--- src/rtl/mips_pkg.sv ---
// Shared encodings for the multicycle MIPS control path: opcode and funct
// values, ALU operation codes, mux select encodings, the sequencer state
// and the decoded instruction class.
package mips_pkg;

  // Primary opcodes (IR[31:26])
  localparam logic [5:0] OP_RTYPE = 6'b000000;
  localparam logic [5:0] OP_J     = 6'b000010;
  localparam logic [5:0] OP_JAL   = 6'b000011;
  localparam logic [5:0] OP_BNE   = 6'b000101;
  localparam logic [5:0] OP_ADDI  = 6'b001000;
  localparam logic [5:0] OP_XORI  = 6'b001110;
  localparam logic [5:0] OP_LW    = 6'b100011;
  localparam logic [5:0] OP_SW    = 6'b101011;

  // R-type function codes (IR[5:0])
  localparam logic [5:0] FN_NOOP    = 6'b000000;
  localparam logic [5:0] FN_JR      = 6'b001000;
  localparam logic [5:0] FN_SYSCALL = 6'b001100;
  localparam logic [5:0] FN_ADD     = 6'b100000;
  localparam logic [5:0] FN_SUB     = 6'b100010;
  localparam logic [5:0] FN_SLT     = 6'b101010;

  // ALU operation codes driven on ALUOp
  localparam logic [5:0] ALU_ADD = 6'b100000;
  localparam logic [5:0] ALU_SUB = 6'b100010;
  localparam logic [5:0] ALU_XOR = 6'b100110;
  localparam logic [5:0] ALU_SLT = 6'b101010;
  localparam logic [5:0] ALU_NOP = 6'b101100;

  // PC source mux
  localparam logic [1:0] PC_SRC_ALU    = 2'b00;
  localparam logic [1:0] PC_SRC_ALUOUT = 2'b01;
  localparam logic [1:0] PC_SRC_JUMP   = 2'b10;
  localparam logic [1:0] PC_SRC_RS     = 2'b11;

  // Register file destination mux
  localparam logic [1:0] REG_DST_RT = 2'b00;
  localparam logic [1:0] REG_DST_RD = 2'b01;
  localparam logic [1:0] REG_DST_RA = 2'b10;

  // ALU B operand mux
  localparam logic [1:0] SRCB_RT     = 2'b00;
  localparam logic [1:0] SRCB_FOUR   = 2'b01;
  localparam logic [1:0] SRCB_IMM    = 2'b10;
  localparam logic [1:0] SRCB_IMM_SH = 2'b11;

  typedef enum logic [3:0] {
    S_FETCH    = 4'd0,
    S_DECODE   = 4'd1,
    S_MEM_ADDR = 4'd2,
    S_MEM_RD   = 4'd3,
    S_MEM_WB   = 4'd4,
    S_MEM_WR   = 4'd5,
    S_EXEC_R   = 4'd6,
    S_EXEC_I   = 4'd7,
    S_ALU_WB   = 4'd8,
    S_BRANCH   = 4'd9,
    S_JUMP     = 4'd10,
    S_HALT     = 4'd11
  } state_e;

  typedef enum logic [3:0] {
    CLS_NOOP    = 4'd0,
    CLS_LW      = 4'd1,
    CLS_SW      = 4'd2,
    CLS_RTYPE   = 4'd3,
    CLS_ADDI    = 4'd4,
    CLS_XORI    = 4'd5,
    CLS_BNE     = 4'd6,
    CLS_J       = 4'd7,
    CLS_JAL     = 4'd8,
    CLS_JR      = 4'd9,
    CLS_SYSCALL = 4'd10,
    CLS_ILLEGAL = 4'd11
  } instr_class_e;

  // State that follows DECODE for a given instruction class
  function automatic state_e class_next_state(input instr_class_e cls);
    case (cls)
      CLS_LW, CLS_SW:          return S_MEM_ADDR;
      CLS_RTYPE:               return S_EXEC_R;
      CLS_ADDI, CLS_XORI:      return S_EXEC_I;
      CLS_BNE:                 return S_BRANCH;
      CLS_J, CLS_JAL, CLS_JR:  return S_JUMP;
      CLS_SYSCALL:             return S_HALT;
      default:                 return S_FETCH;
    endcase
  endfunction

  // ALU operation for an arithmetic R-type funct
  function automatic logic [5:0] alu_op_for_funct(input logic [5:0] funct);
    case (funct)
      FN_ADD:  return ALU_ADD;
      FN_SUB:  return ALU_SUB;
      FN_SLT:  return ALU_SLT;
      default: return ALU_NOP;
    endcase
  endfunction

endpackage

--- src/rtl/control_decode.sv ---
// Combinational instruction classifier: maps opcode/funct to the class the
// sequencer branches on, and flags encodings the datapath does not support.
module control_decode
  import mips_pkg::*;
(
  input  logic [5:0]   opcode_i,
  input  logic [5:0]   funct_i,
  output instr_class_e cls_o,
  output logic         illegal_o
);

  // Classify the instruction; anything unrecognised falls through as illegal
  always_comb begin
    // NOTE: every output gets a default first so no path leaves it unassigned,
    // which would otherwise infer a latch.
    cls_o = CLS_ILLEGAL;
    case (opcode_i)
      OP_RTYPE: begin
        case (funct_i)
          FN_NOOP:                cls_o = CLS_NOOP;
          FN_ADD, FN_SUB, FN_SLT: cls_o = CLS_RTYPE;
          FN_JR:                  cls_o = CLS_JR;
          FN_SYSCALL:             cls_o = CLS_SYSCALL;
          default:                cls_o = CLS_ILLEGAL;
        endcase
      end
      OP_LW:   cls_o = CLS_LW;
      OP_SW:   cls_o = CLS_SW;
      OP_ADDI: cls_o = CLS_ADDI;
      OP_XORI: cls_o = CLS_XORI;
      OP_BNE:  cls_o = CLS_BNE;
      OP_J:    cls_o = CLS_J;
      OP_JAL:  cls_o = CLS_JAL;
      default: cls_o = CLS_ILLEGAL;
    endcase
  end

  assign illegal_o = (cls_o == CLS_ILLEGAL);

endmodule

--- src/rtl/multicycle_control.sv ---
// Multicycle sequencer for the MIPS datapath. Walks each instruction through
// fetch, decode, execute, memory and writeback, stalling on mem_ready, and
// counts retired instructions.
module multicycle_control
  import mips_pkg::*;
(
  input  logic        clk,
  input  logic        reset,
  input  logic [5:0]  opcode,
  input  logic [5:0]  funct,
  input  logic        zero,
  input  logic        mem_ready,
  output logic        MemRead,
  output logic        MemWrite,
  output logic        IorD,
  output logic        IRWrite,
  output logic        PCEn,
  output logic [1:0]  PCSource,
  output logic        ALUSrcA,
  output logic [1:0]  ALUSrcB,
  output logic [5:0]  ALUOp,
  output logic        RegWrite,
  output logic [1:0]  RegDst,
  output logic        MemtoReg,
  output logic        WriDataSel,
  output logic        halted,
  output logic        illegal,
  output logic [31:0] retired
);

  state_e       state_q, state_d;
  instr_class_e cls_q, cls_d;
  logic [5:0]   rop_q, rop_d;
  logic [31:0]  retired_q, retired_d;
  logic         illegal_q, illegal_d;
  logic         retire;

  instr_class_e dec_cls;
  logic         dec_illegal;

  control_decode u_decode (
    .opcode_i  (opcode),
    .funct_i   (funct),
    .cls_o     (dec_cls),
    .illegal_o (dec_illegal)
  );

  // State register plus the values captured in DECODE and the retire counter
  always_ff @(posedge clk or posedge reset) begin
    if (reset) begin
      state_q   <= S_FETCH;
      cls_q     <= CLS_NOOP;
      rop_q     <= ALU_NOP;
      retired_q <= '0;
      illegal_q <= 1'b0;
    end else begin
      // NOTE: non-blocking assignments make every register update from the
      // values of the previous cycle, independent of statement order.
      state_q   <= state_d;
      cls_q     <= cls_d;
      rop_q     <= rop_d;
      retired_q <= retired_d;
      illegal_q <= illegal_d;
    end
  end

  // Next-state logic, DECODE-time capture and retire detection
  always_comb begin
    state_d = state_q;
    retire  = 1'b0;
    case (state_q)
      S_FETCH:    if (mem_ready) state_d = S_DECODE;
      S_DECODE: begin
        state_d = class_next_state(dec_cls);
        retire  = (dec_cls == CLS_NOOP);
      end
      S_MEM_ADDR: state_d = (cls_q == CLS_LW) ? S_MEM_RD : S_MEM_WR;
      S_MEM_RD:   if (mem_ready) state_d = S_MEM_WB;
      S_MEM_WR: begin
        if (mem_ready) begin
          state_d = S_FETCH;
          retire  = 1'b1;
        end
      end
      S_EXEC_R,
      S_EXEC_I:   state_d = S_ALU_WB;
      S_MEM_WB,
      S_ALU_WB,
      S_BRANCH,
      S_JUMP: begin
        state_d = S_FETCH;
        retire  = 1'b1;
      end
      S_HALT:     state_d = S_HALT;
      default:    state_d = S_FETCH;
    endcase
  end

  // Class, R-type ALU op, illegal pulse and retire count for the next cycle
  always_comb begin
    cls_d     = cls_q;
    rop_d     = rop_q;
    illegal_d = 1'b0;
    if (state_q == S_DECODE) begin
      cls_d     = dec_cls;
      rop_d     = alu_op_for_funct(funct);
      illegal_d = dec_illegal;
    end
    retired_d = retired_q + (retire ? 32'd1 : 32'd0);
  end

  // Datapath control per state; PCEn in BRANCH and the FETCH enables are
  // the only terms that look at inputs directly
  always_comb begin
    MemRead    = 1'b0;
    MemWrite   = 1'b0;
    IorD       = 1'b0;
    IRWrite    = 1'b0;
    PCEn       = 1'b0;
    PCSource   = PC_SRC_ALU;
    ALUSrcA    = 1'b0;
    ALUSrcB    = SRCB_RT;
    ALUOp      = ALU_NOP;
    RegWrite   = 1'b0;
    RegDst     = REG_DST_RT;
    MemtoReg   = 1'b0;
    WriDataSel = 1'b0;
    halted     = 1'b0;
    case (state_q)
      S_FETCH: begin
        MemRead  = 1'b1;
        ALUSrcB  = SRCB_FOUR;
        ALUOp    = ALU_ADD;
        PCSource = PC_SRC_ALU;
        // Reset holds the state in FETCH; the write enables must not follow
        // mem_ready while it is asserted.
        IRWrite  = mem_ready & ~reset;
        PCEn     = mem_ready & ~reset;
      end
      S_DECODE: begin
        ALUSrcB = SRCB_IMM_SH;
        ALUOp   = ALU_ADD;
      end
      S_MEM_ADDR: begin
        ALUSrcA = 1'b1;
        ALUSrcB = SRCB_IMM;
        ALUOp   = ALU_ADD;
      end
      S_MEM_RD: begin
        MemRead = 1'b1;
        IorD    = 1'b1;
      end
      S_MEM_WB: begin
        RegWrite   = 1'b1;
        RegDst     = REG_DST_RT;
        MemtoReg   = 1'b1;
        WriDataSel = 1'b1;
      end
      S_MEM_WR: begin
        MemWrite = 1'b1;
        IorD     = 1'b1;
      end
      S_EXEC_R: begin
        ALUSrcA = 1'b1;
        ALUSrcB = SRCB_RT;
        ALUOp   = rop_q;
      end
      S_EXEC_I: begin
        ALUSrcA = 1'b1;
        ALUSrcB = SRCB_IMM;
        ALUOp   = (cls_q == CLS_XORI) ? ALU_XOR : ALU_ADD;
      end
      S_ALU_WB: begin
        RegWrite   = 1'b1;
        WriDataSel = 1'b1;
        RegDst     = (cls_q == CLS_RTYPE) ? REG_DST_RD : REG_DST_RT;
      end
      S_BRANCH: begin
        ALUSrcA  = 1'b1;
        ALUSrcB  = SRCB_RT;
        ALUOp    = ALU_SUB;
        PCSource = PC_SRC_ALUOUT;
        PCEn     = ~zero;
      end
      S_JUMP: begin
        PCEn     = 1'b1;
        PCSource = (cls_q == CLS_JR) ? PC_SRC_RS : PC_SRC_JUMP;
        if (cls_q == CLS_JAL) begin
          RegWrite = 1'b1;
          RegDst   = REG_DST_RA;
        end
      end
      S_HALT:  halted = 1'b1;
      default: ;
    endcase
  end

  assign illegal = illegal_q;
  assign retired = retired_q;

endmodule
--- config.mk ---
export PLATFORM = sky130hd
export DESIGN_NAME = multicycle_control
export DESIGN_NICKNAME = d
export VERILOG_FILES = /design/src/rtl/mips_pkg.sv /design/src/rtl/control_decode.sv /design/src/rtl/multicycle_control.sv
export SDC_FILE = /design/constraint.sdc
export NUM_CORES = 1
export LEC_CHECK = 0
export ABC_AREA = 1
export CAP_MARGIN = 20
export CORE_ASPECT_RATIO = 0.8
export CORE_MARGIN = 2
export CORE_UTILIZATION = 30
export DETAILED_ROUTE_END_ITERATION = 12
export GPL_TIMING_DRIVEN = 0
export SKIP_LAST_GASP = 1
export SLEW_MARGIN = 25
export SYNTH_ARGS = -nofsm -noshare
export SYNTH_HDL_FRONTEND = slang
export SYNTH_SLANG_ARGS = --single-unit
--- constraint.sdc ---
create_clock -name clk -period 3.64 [get_ports clk]
set_clock_uncertainty 0.2 [all_clocks]
set_input_delay 0.546 -clock clk [delete_from_list [all_inputs] [get_ports clk]]
set_output_delay 0.546 -clock clk [all_outputs]
set_load 0.05 [all_outputs]
* After elaboration in Yosys (flattened, before gate mapping)
Memories as Yosys holds them, arrays and structs flattened. Cells that the tools add are included.
Storage, ports and cells: flip-flop bits (word level) 47, latch bits 0, memory bits (writable) 0, memory bits (read-only) 64, output and inout bits 55, word-level logic and storage cells 87, memories 1
Cells by class: $add $sub $neg 1, $mul 0, div/mod/pow operators 0, $lt $le $gt $ge 0, equality and inequality tests 32, shifts and indexed selects 0, mux-type cells 31, bitwise operators 3, reductions and logical operators 14
Memories:
- (name not given) | words 16, bits a word 4, read ports 1, clocked after memory_dff 0, write ports 0, RTL line mips_pkg.sv:80 | case (cls)
Operator list (count):
- adder 32 x 1 -> 32 bit | 1
- case mux 4 bit (8 select lines) | 1
- equality test 6 bit, second input constant | 5
- equality test 4 bit, second input constant | 7
- case mux 4 bit (7 select lines) | 1
- equality test 6 x 4 -> 1 bit, second input constant | 4
- case mux 6 bit (4 select lines) | 1
- equality test 4 x 3 -> 1 bit, second input constant | 5
- case mux 4 bit (4 select lines) | 1
- two-way mux 1 bit | 14
- equality test 4 x 2 -> 1 bit, second input constant | 3
- equality test 6 x 2 -> 1 bit, second input constant | 2
- zero test 6 bit | 2
- two-way mux 4 bit | 3
- case mux 4 bit (3 select lines) | 1
- OR reduction 2 bit | 5
- equality test 4 x 1 -> 1 bit, second input constant | 2
- zero test 4 bit | 2
- case mux 2 bit (2 select lines) | 2
- OR reduction 4 bit | 2
- equality test 6 x 3 -> 1 bit, second input constant | 1
- two-way mux 3 bit | 2
- != test 2 bit, second input constant | 3
- case mux 1 bit (3 select lines) | 2
- 7 further kinds | 9

* Longest topological paths before layout
Gate-level depths: netlist (run 1).
depth after elaboration 8, mapped depth 20, gate-level depth less buffers 20

* By module
Synthesis (run 1) repeated with hierarchy kept, for this count alone.
Second synthesis, totals: cell total of the unflattened synthesis 447, area total of the unflattened synthesis 3000.4 um^2
Modules (own cells, without submodules):
- multicycle_control | times used 1, cells each 376, area an instance 2666.3 um^2
- control_decode | times used 1, cells each 71, area an instance 334.1 um^2

* Worst setup path after synthesis (run 1)
No wires, ideal clock.
path kind register to output, start point register state_q[1], end point output PCSource[0], arrival 2770 ps, data required time 2894 ps, setup slack 124 ps, stages on the path, launching flop included 7, path through dfrtp_1 > inv_1 > nor2_1 > inv_1 > nor2_1 > nand3_1 > o31ai_1
On the way: word-level cells in the longest chain between the ends 2
RTL lines:
- start, declared | RTL line multicycle_control.sv:31 | state_e state_q, state_d;
- start signal, assigned | RTL line multicycle_control.sv:59 | state_q <= state_d;
- equality test 4 bit | RTL line multicycle_control.sv:129 | case (state_q)
- case mux 2 bit (2 select lines) (*) | RTL line multicycle_control.sv:129
- end, declared | RTL line multicycle_control.sv:18 | output logic [1:0] PCSource,
Every way passes the cells marked *; elsewhere a longest branch is shown, timed or not.

* Worst setup path after layout (run 1)
start point input funct[5], end point register retired_q[29] (netlist: retired[29])
On the way: word-level cells in the longest chain between the ends 8
RTL lines:
- start, declared | RTL line multicycle_control.sv:10 | input logic [5:0] funct,
- equality test 6 bit | RTL line control_decode.sv:19 | case (funct_i)
- OR reduction 3 bit | RTL line control_decode.sv:19
- case mux 4 bit (4 select lines) (*) | RTL line control_decode.sv:19
- case mux 4 bit (8 select lines) (*) | RTL line control_decode.sv:17 | case (opcode_i)
- zero test 4 bit (*) | RTL line multicycle_control.sv:75 | retire = (dec_cls == CLS_NOOP);
- case mux 1 bit (3 select lines) (*) | RTL line multicycle_control.sv:71 | case (state_q)
- two-way mux 1 bit (*) | RTL line multicycle_control.sv:109 | retired_d = retired_q + (retire ? 32'd1 : 32'd0);
- adder 32 x 1 -> 32 bit (*) | RTL line multicycle_control.sv:109
- named net retired_d[29] | RTL line multicycle_control.sv:34 | logic [31:0] retired_q, retired_d;
- end signal, assigned | RTL line multicycle_control.sv:62 | retired_q <= retired_d;
- end, declared | RTL line multicycle_control.sv:34
The timed path passes the listed nets; every way through them passes the cells marked *. A chain may end at the register's enable or synchronous reset.

==> results of run 1 <==
[layout make-up]
cell class	count	area, um^2	area share, %
plain buffers	4	27.53	0.7063
clock buffers	5	125.1	3.210
clock inverters	3	23.77	0.6100
inverters	47	176.4	4.526
multi-input cells	255	1525	39.13
flip-flops and latches	44	1104	28.31
well taps	115	143.9	3.692
repair buffers	78	772.0	19.81
[kinds of logic (layout without fill, tap and decap cells)]
family,Yosys count,count (layout),share of synthesized area [%]
xor gates and xnor gates,28,28,8.978
buffers and inverters,51,137,7.467
and+or+nand+nor,203,203,38.02
other,2,3,0.2750
adders and majority gates,2,2,0.9160
AOI/OAI and AO/OA,19,19,3.939
DFF,44,44,40.40
[power groups by stage]
stage / Combinational, uW / Sequential, uW / Clock (uW)
after floorplan: 626 / 759 / 0
after global placement: 1080 / 649 / 0
after detailed placement: 1090 / 655 / 0
after CTS: 1110 / 647 / 467
after global routing: 1200 / 662 / 492
final: 1120 / 653 / 449
[Yosys cell counts (all sizes together)]
master,number
nand2,75
xor2,17
nand4,14
nor2,79
buf,4
a21oi,4
or2,1
conb,2
ha,2
dfstp,2
o31ai,1
o22ai,1
inv,47
o21ai,11
nand3,24
nor3,6
dfrtp,42
nand3b,3
xnor2,11
o211ai,2
nor3b,1
[flip-flops by register name, indices dropped and copies added, names as in the netlist]
name	count
retired	32
rop_q	3
illegal	1
state_q	4
cls_q	4
[final timing paths]
path / end / slack [ns] / cells past startpoint
worst max-delay path: retired[29] / 0.27 / 20
worst min-delay path: retired[31] / 0.27 / 1
worst max register to register: retired[29] / 0.30 / 18
worst min register to register: retired[31] / 0.27 / 1
max in group asynchronous: retired[14] / 2.32 / 3
min in group asynchronous: retired[2] / 0.43 / 2
[critical path: stages]
cell and delay [ns]:
clkdlybuf4s50_1 0.55, nand2_1 0.11, nor2_2 0.13, nor2_1 0.06, nand3_1 0.12, nand3b_4 0.11
nor2_4 0.11, nand3_2 0.08, o211ai_1 0.10, ha_2 0.24, buf_4 0.11, nand3_2 0.10
nor2_4 0.17, nand4_4 0.11, inv_2 0.09, nand2_2 0.08, nor2_4 0.15, nand3_2 0.12
nor2_2 0.14, xor2_1 0.15
[repair_timing]
| action | 4_1_cts | 5_1_grt |
|---|---|---|
| setup endpoints to repair | 4 | 13 |
| setup buffers | 7 | 3 |
| gates resized for setup | 13 | 17 |
| hold buffers | 0 | 0 |
| pin swaps | 12 | 16 |
[routing by layer]
| metal | track usage (%) | up-vias | wire length, um |
|---|---|---|---|
| met4 | 2.386 | 0 | 49 |
| met5 | 0 | - | 0 |
| met3 | 2.780 | 4 | 369 |
| li1 | - | 1261 | - |
| met2 | 22.31 | 67 | 3150 |
| met1 | 20.75 | 1161 | 3550 |
[stage by stage]
step,TNS (ns),util (%),std cells
6_report,0,43.50,551
5_1_grt,-0.002357,43.50,551
4_1_cts,0,42.52,548
3_5_place_dp,-3.318,39.84,533
3_3_place_gp,-2.216,39.62,532
2_1_floorplan,0,-,350
==> results.yml, run 1 <==
run_status:
  status: "complete, no violations"
power_and_ir_drop:
  power_uw: 2223
  seq_power_share_pct: 29.4
  p_switching_uw: 1050
  peakVddDrop_uv: 424.3
  power.internal_uw: 1173
  p_per_area_mw_per_mm2: 570.4
  comb_power_share_pct: 50.4
  switching_share_pct: 47.24
  p_leak_uw: 0.001824
  power_frac_clock_pct: 20.2
routing:
  dr_total_vias: 2493
  drtIter0Drc: 125
  drc: 0
  drt_first_pass_iters: 4
  antenna_left: 0
  wl_mm: 7.119
  via_per_inst: 4.525
  post_drt_wl_per_cell_um: 12.92
yosys:
  yosysSeqAreaShare_pct: 40.40
  synth_top_area_share_pct: 38.48
  ys_seq_elements: 44
  ys_types: 33
  syn_avg_cell_area_um2: 7.826
  synth_area_mm2: 0.002731
  synthTopCellsByArea: "dfrtp_1, nand2_1, nor2_1"
  syn_inst: 349
  synth_top_area_cell: "dfrtp_1"
  ys_warn_count: 0
placement:
  io_buffers: 67
  dp_slack_ns: -0.4597
  place_area_mm2: 0.003570
  place.gp.congestion: 0.8453
  dp_hpwl_mm: 5.595
setup_path:
  cp-end-kind: "flip-flop"
  cp-startpoint: "funct[5]"
  r2r_start: "state_q[3]"
  critPathLaunchType: "input pin"
  worstPathMaxFanout: 3
  criticalPathCategory: "in2reg"
  cp.required_ns: 3.65
  worstPathArrival_ns: 3.38
global_route:
  grt_pass1_wl_mm: 11.41
  grt_overflow: 0
  grt_max_degree: 27
  grt_pass1_vias: 2348
  track_usage_pct: 14.21
  antenna_found_initial: 0
finish:
  drive_gt1_share_pct: 16.97
  syn_to_final_growth_pct: 42.69
  mostFrequentLayoutCells: "nand2_1, clkdlybuf4s50_1, nor2_1"
  fill_cells: 918
  mostFrequentLayoutCell: "nand2_1"
  num_antenna_cells: 0
  fin_nets: 453
  final_area_mm2: 0.003897
floorplan:
  dieArea_mm2: 0.009889
  core_mm2: 0.008960
  die_h_um: 89.35
  initial_utilization_pct: 30.48
  rows: 31
  ios: 71
  die_w_um: 110.7
clock_network:
  cts_sinks: 44
  cts_max_level: 2
  root_buffer: "clkbuf_16"
  cts_inserted_buffers: 5
  insertion_delay_ns: 0.28
  cts_max_path_buffers: 2
  tritoncts: "done"
  clk_pin_slew_ns: 0.07
sta:
  postLayoutSetupSlackWorst_ns: 0.2669
  setup_viol: 0
  slew_headroom_pct: 63.22
  fmaxAchievable_ghz: 0.2965
  finalHoldViolCount: 0
  slew_viol_final: 0
  period_share_pct: 92.67
  tightest_slew_ns: 0.5500
  layout_min_cycle_time_ns: 3.373
  holdWs_ns: 0.2734
job:
  max_cap_violations: 0
min_path:
  hold_path_startpoint: "retired[31]"
  hold_path_class: "reg2reg"
Power figures use the tool's default switching activity.
==> inputs of run 2 (changes only) <==
--- a/config.mk
+++ b/config.mk
@@ -12,6 +12,7 @@
 export CORE_UTILIZATION = 30
 export DETAILED_ROUTE_END_ITERATION = 12
 export GPL_TIMING_DRIVEN = 0
+export PLACE_DENSITY = 0.53
 export SKIP_LAST_GASP = 1
 export SLEW_MARGIN = 25
 export SYNTH_ARGS = -nofsm -noshare
==> results.yml, run 2 (synthesis gave the netlist of run 1 again) <==
clock_network:
  cts_sinks: 44
  clk_pin_slew_ns: 0.06
  cts_max_level: 2
  cts_inserted_buffers: 5
  tritoncts: "done"
  cts_max_path_buffers: 2
  insertion_delay_ns: 0.28
  root_buffer: "clkbuf_16"
setup_path:
  cp-startpoint: "state_q[1]"
  critPathLaunchType: "flip-flop"
  worstPathArrival_ns: 2.67
  r2r_start: "state_q[3]"
  cp.required_ns: 2.89
  cp-end-kind: "primary output"
  criticalPathCategory: "reg2out"
  worstPathMaxFanout: 5
sta:
  slew_headroom_pct: 65.63
  fmaxAchievable_ghz: 0.2927
  setup_viol: 0
  final.setup.tns_ns: 0
  tightest_slew_ns: 0.5139
  finalHoldViolCount: 0
  period_share_pct: 93.85
  layout_min_cycle_time_ns: 3.416
  slew_viol_final: 0
  holdWs_ns: 0.2790
routing:
  post_drt_wl_per_cell_um: 12.68
  antenna_left: 0
  drt_first_pass_iters: 5
  drtIter0Drc: 127
  via_per_inst: 4.543
  dr_total_vias: 2508
  wl_mm: 7.000
  drc: 0
power_and_ir_drop:
  peakVddDrop_uv: 513.8
  switching_share_pct: 45.29
  comb_power_share_pct: 49.4
  p_switching_uw: 1023
  seq_power_share_pct: 28.4
  power.internal_uw: 1237
  p_leak_uw: 0.001881
  power_uw: 2260
  p_per_area_mw_per_mm2: 577.8
  power_frac_clock_pct: 22.2
min_path:
  hold_path_startpoint: "retired[31]"
  hold_path_class: "reg2reg"
finish:
  num_antenna_cells: 0
  fin_nets: 454
  largest_reg_flops: 32
  syn_to_final_growth_pct: 43.20
  drive_gt1_share_pct: 17.62
  post-route-util_pct: 43.65
  mostFrequentLayoutCell: "nand2_1"
  mostFrequentLayoutCells: "nand2_1, nor2_1, clkdlybuf4s50_1"
placement:
  place.gp.congestion: 0.8971
  io_buffers: 67
  dp_hpwl_mm: 5.569
global_route:
  antenna_found_initial: 0
  track_usage_pct: 14.10
  grt_overflow: 0
  grt_pass1_vias: 2299
  grt_pass1_wl_mm: 11.30
  grt_max_degree: 28
floorplan:
  ios: 71
  dieArea_mm2: 0.009889
  rows: 31
  initial_utilization_pct: 30.48
  core_mm2: 0.008960
  die_w_um: 110.7
  die_h_um: 89.35
job:
  max_cap_violations: 0
run_status:
  status: "complete, no violations"
[run 2: changes by cell type in the layout (fill, tap and decap cells not counted), sizes merged]
cell | previous run | this run
clkdlybuf4s50 | 60 | 56
clkbuf | 5 | 7
clkinvlp | 2 | 0
bufinv | 0 | 1
buf | 15 | 16
dlygate4sd2 | 3 | 2
dlymetal6s2s | 4 | 8
[run 2: metal layers]
layer | global-route usage, % | share of wire (%) | vias to the layer above
met1 | 21.13 | 51 | 1167
met4 | 2.386 | 0.51 | 0
li1 | - | - | 1270
met3 | 3.051 | 5.9 | 2
met2 | 21.19 | 43 | 69
met5 | 0 | 0 | -
[run 2: what timing repair did]
item,CTS,global route
setup buffers,8,3
resized for setup,14,22
hold buffers,0,0
pin swaps,9,12
setup endpoints to repair,4,15
[run 2: layout make-up]
class	count	area (um^2)
plain buffers	4	27.53
clock buffers	6	128.9
clock inverters	2	35.03
fillers	932	5049
inverters	47	176.4
multi-input cells	255	1510
flip-flops and latches	44	1104
well taps	115	143.9
repair buffers	79	785.8
[run 2: stage by stage]
stage | cells | area [um^2] | worst slack (ns)
after floorplan | 350 | 2735 | 0.1245
after global placement | 532 | 3550 | -0.3992
after detailed placement | 533 | 3570 | -0.4060
after CTS | 549 | 3835 | 0.01004
after global routing | 552 | 3911 | -0.04000
final | 552 | 3911 | 0.2238
[run 2: final timing paths]
| path | depth (start not counted) | end | slack [ns] |
|---|---|---|---|
| min in group asynchronous | 2 | retired[3] | 0.42 |
| min | 1 | retired[31] | 0.28 |
| max in group asynchronous | 3 | retired[21] | 2.33 |
| min reg2reg | 1 | retired[31] | 0.28 |
| max reg2reg | 17 | retired[30] | 0.37 |
| max | 7 | PCSource[0] | 0.22 |
[run 2: power groups by stage]
stage	Combinational (uW)	Sequential (uW)	Clock (uW)
6_report	1120	641	501
5_1_grt	1200	654	538
4_1_cts	1110	642	518
3_5_place_dp	1090	651	0
3_3_place_gp	1080	649	0
2_1_floorplan	626	759	0
[run 2: critical path, stage by stage, from the launching register on]
cell             delay [ns]
dfrtp_1                0.41
inv_1                  0.07
nor2_1                 0.09
inv_1                  0.08
nor2_1                 0.33
nand3_1                0.22
o31ai_1                0.33
clkdlybuf4s50_1        0.87
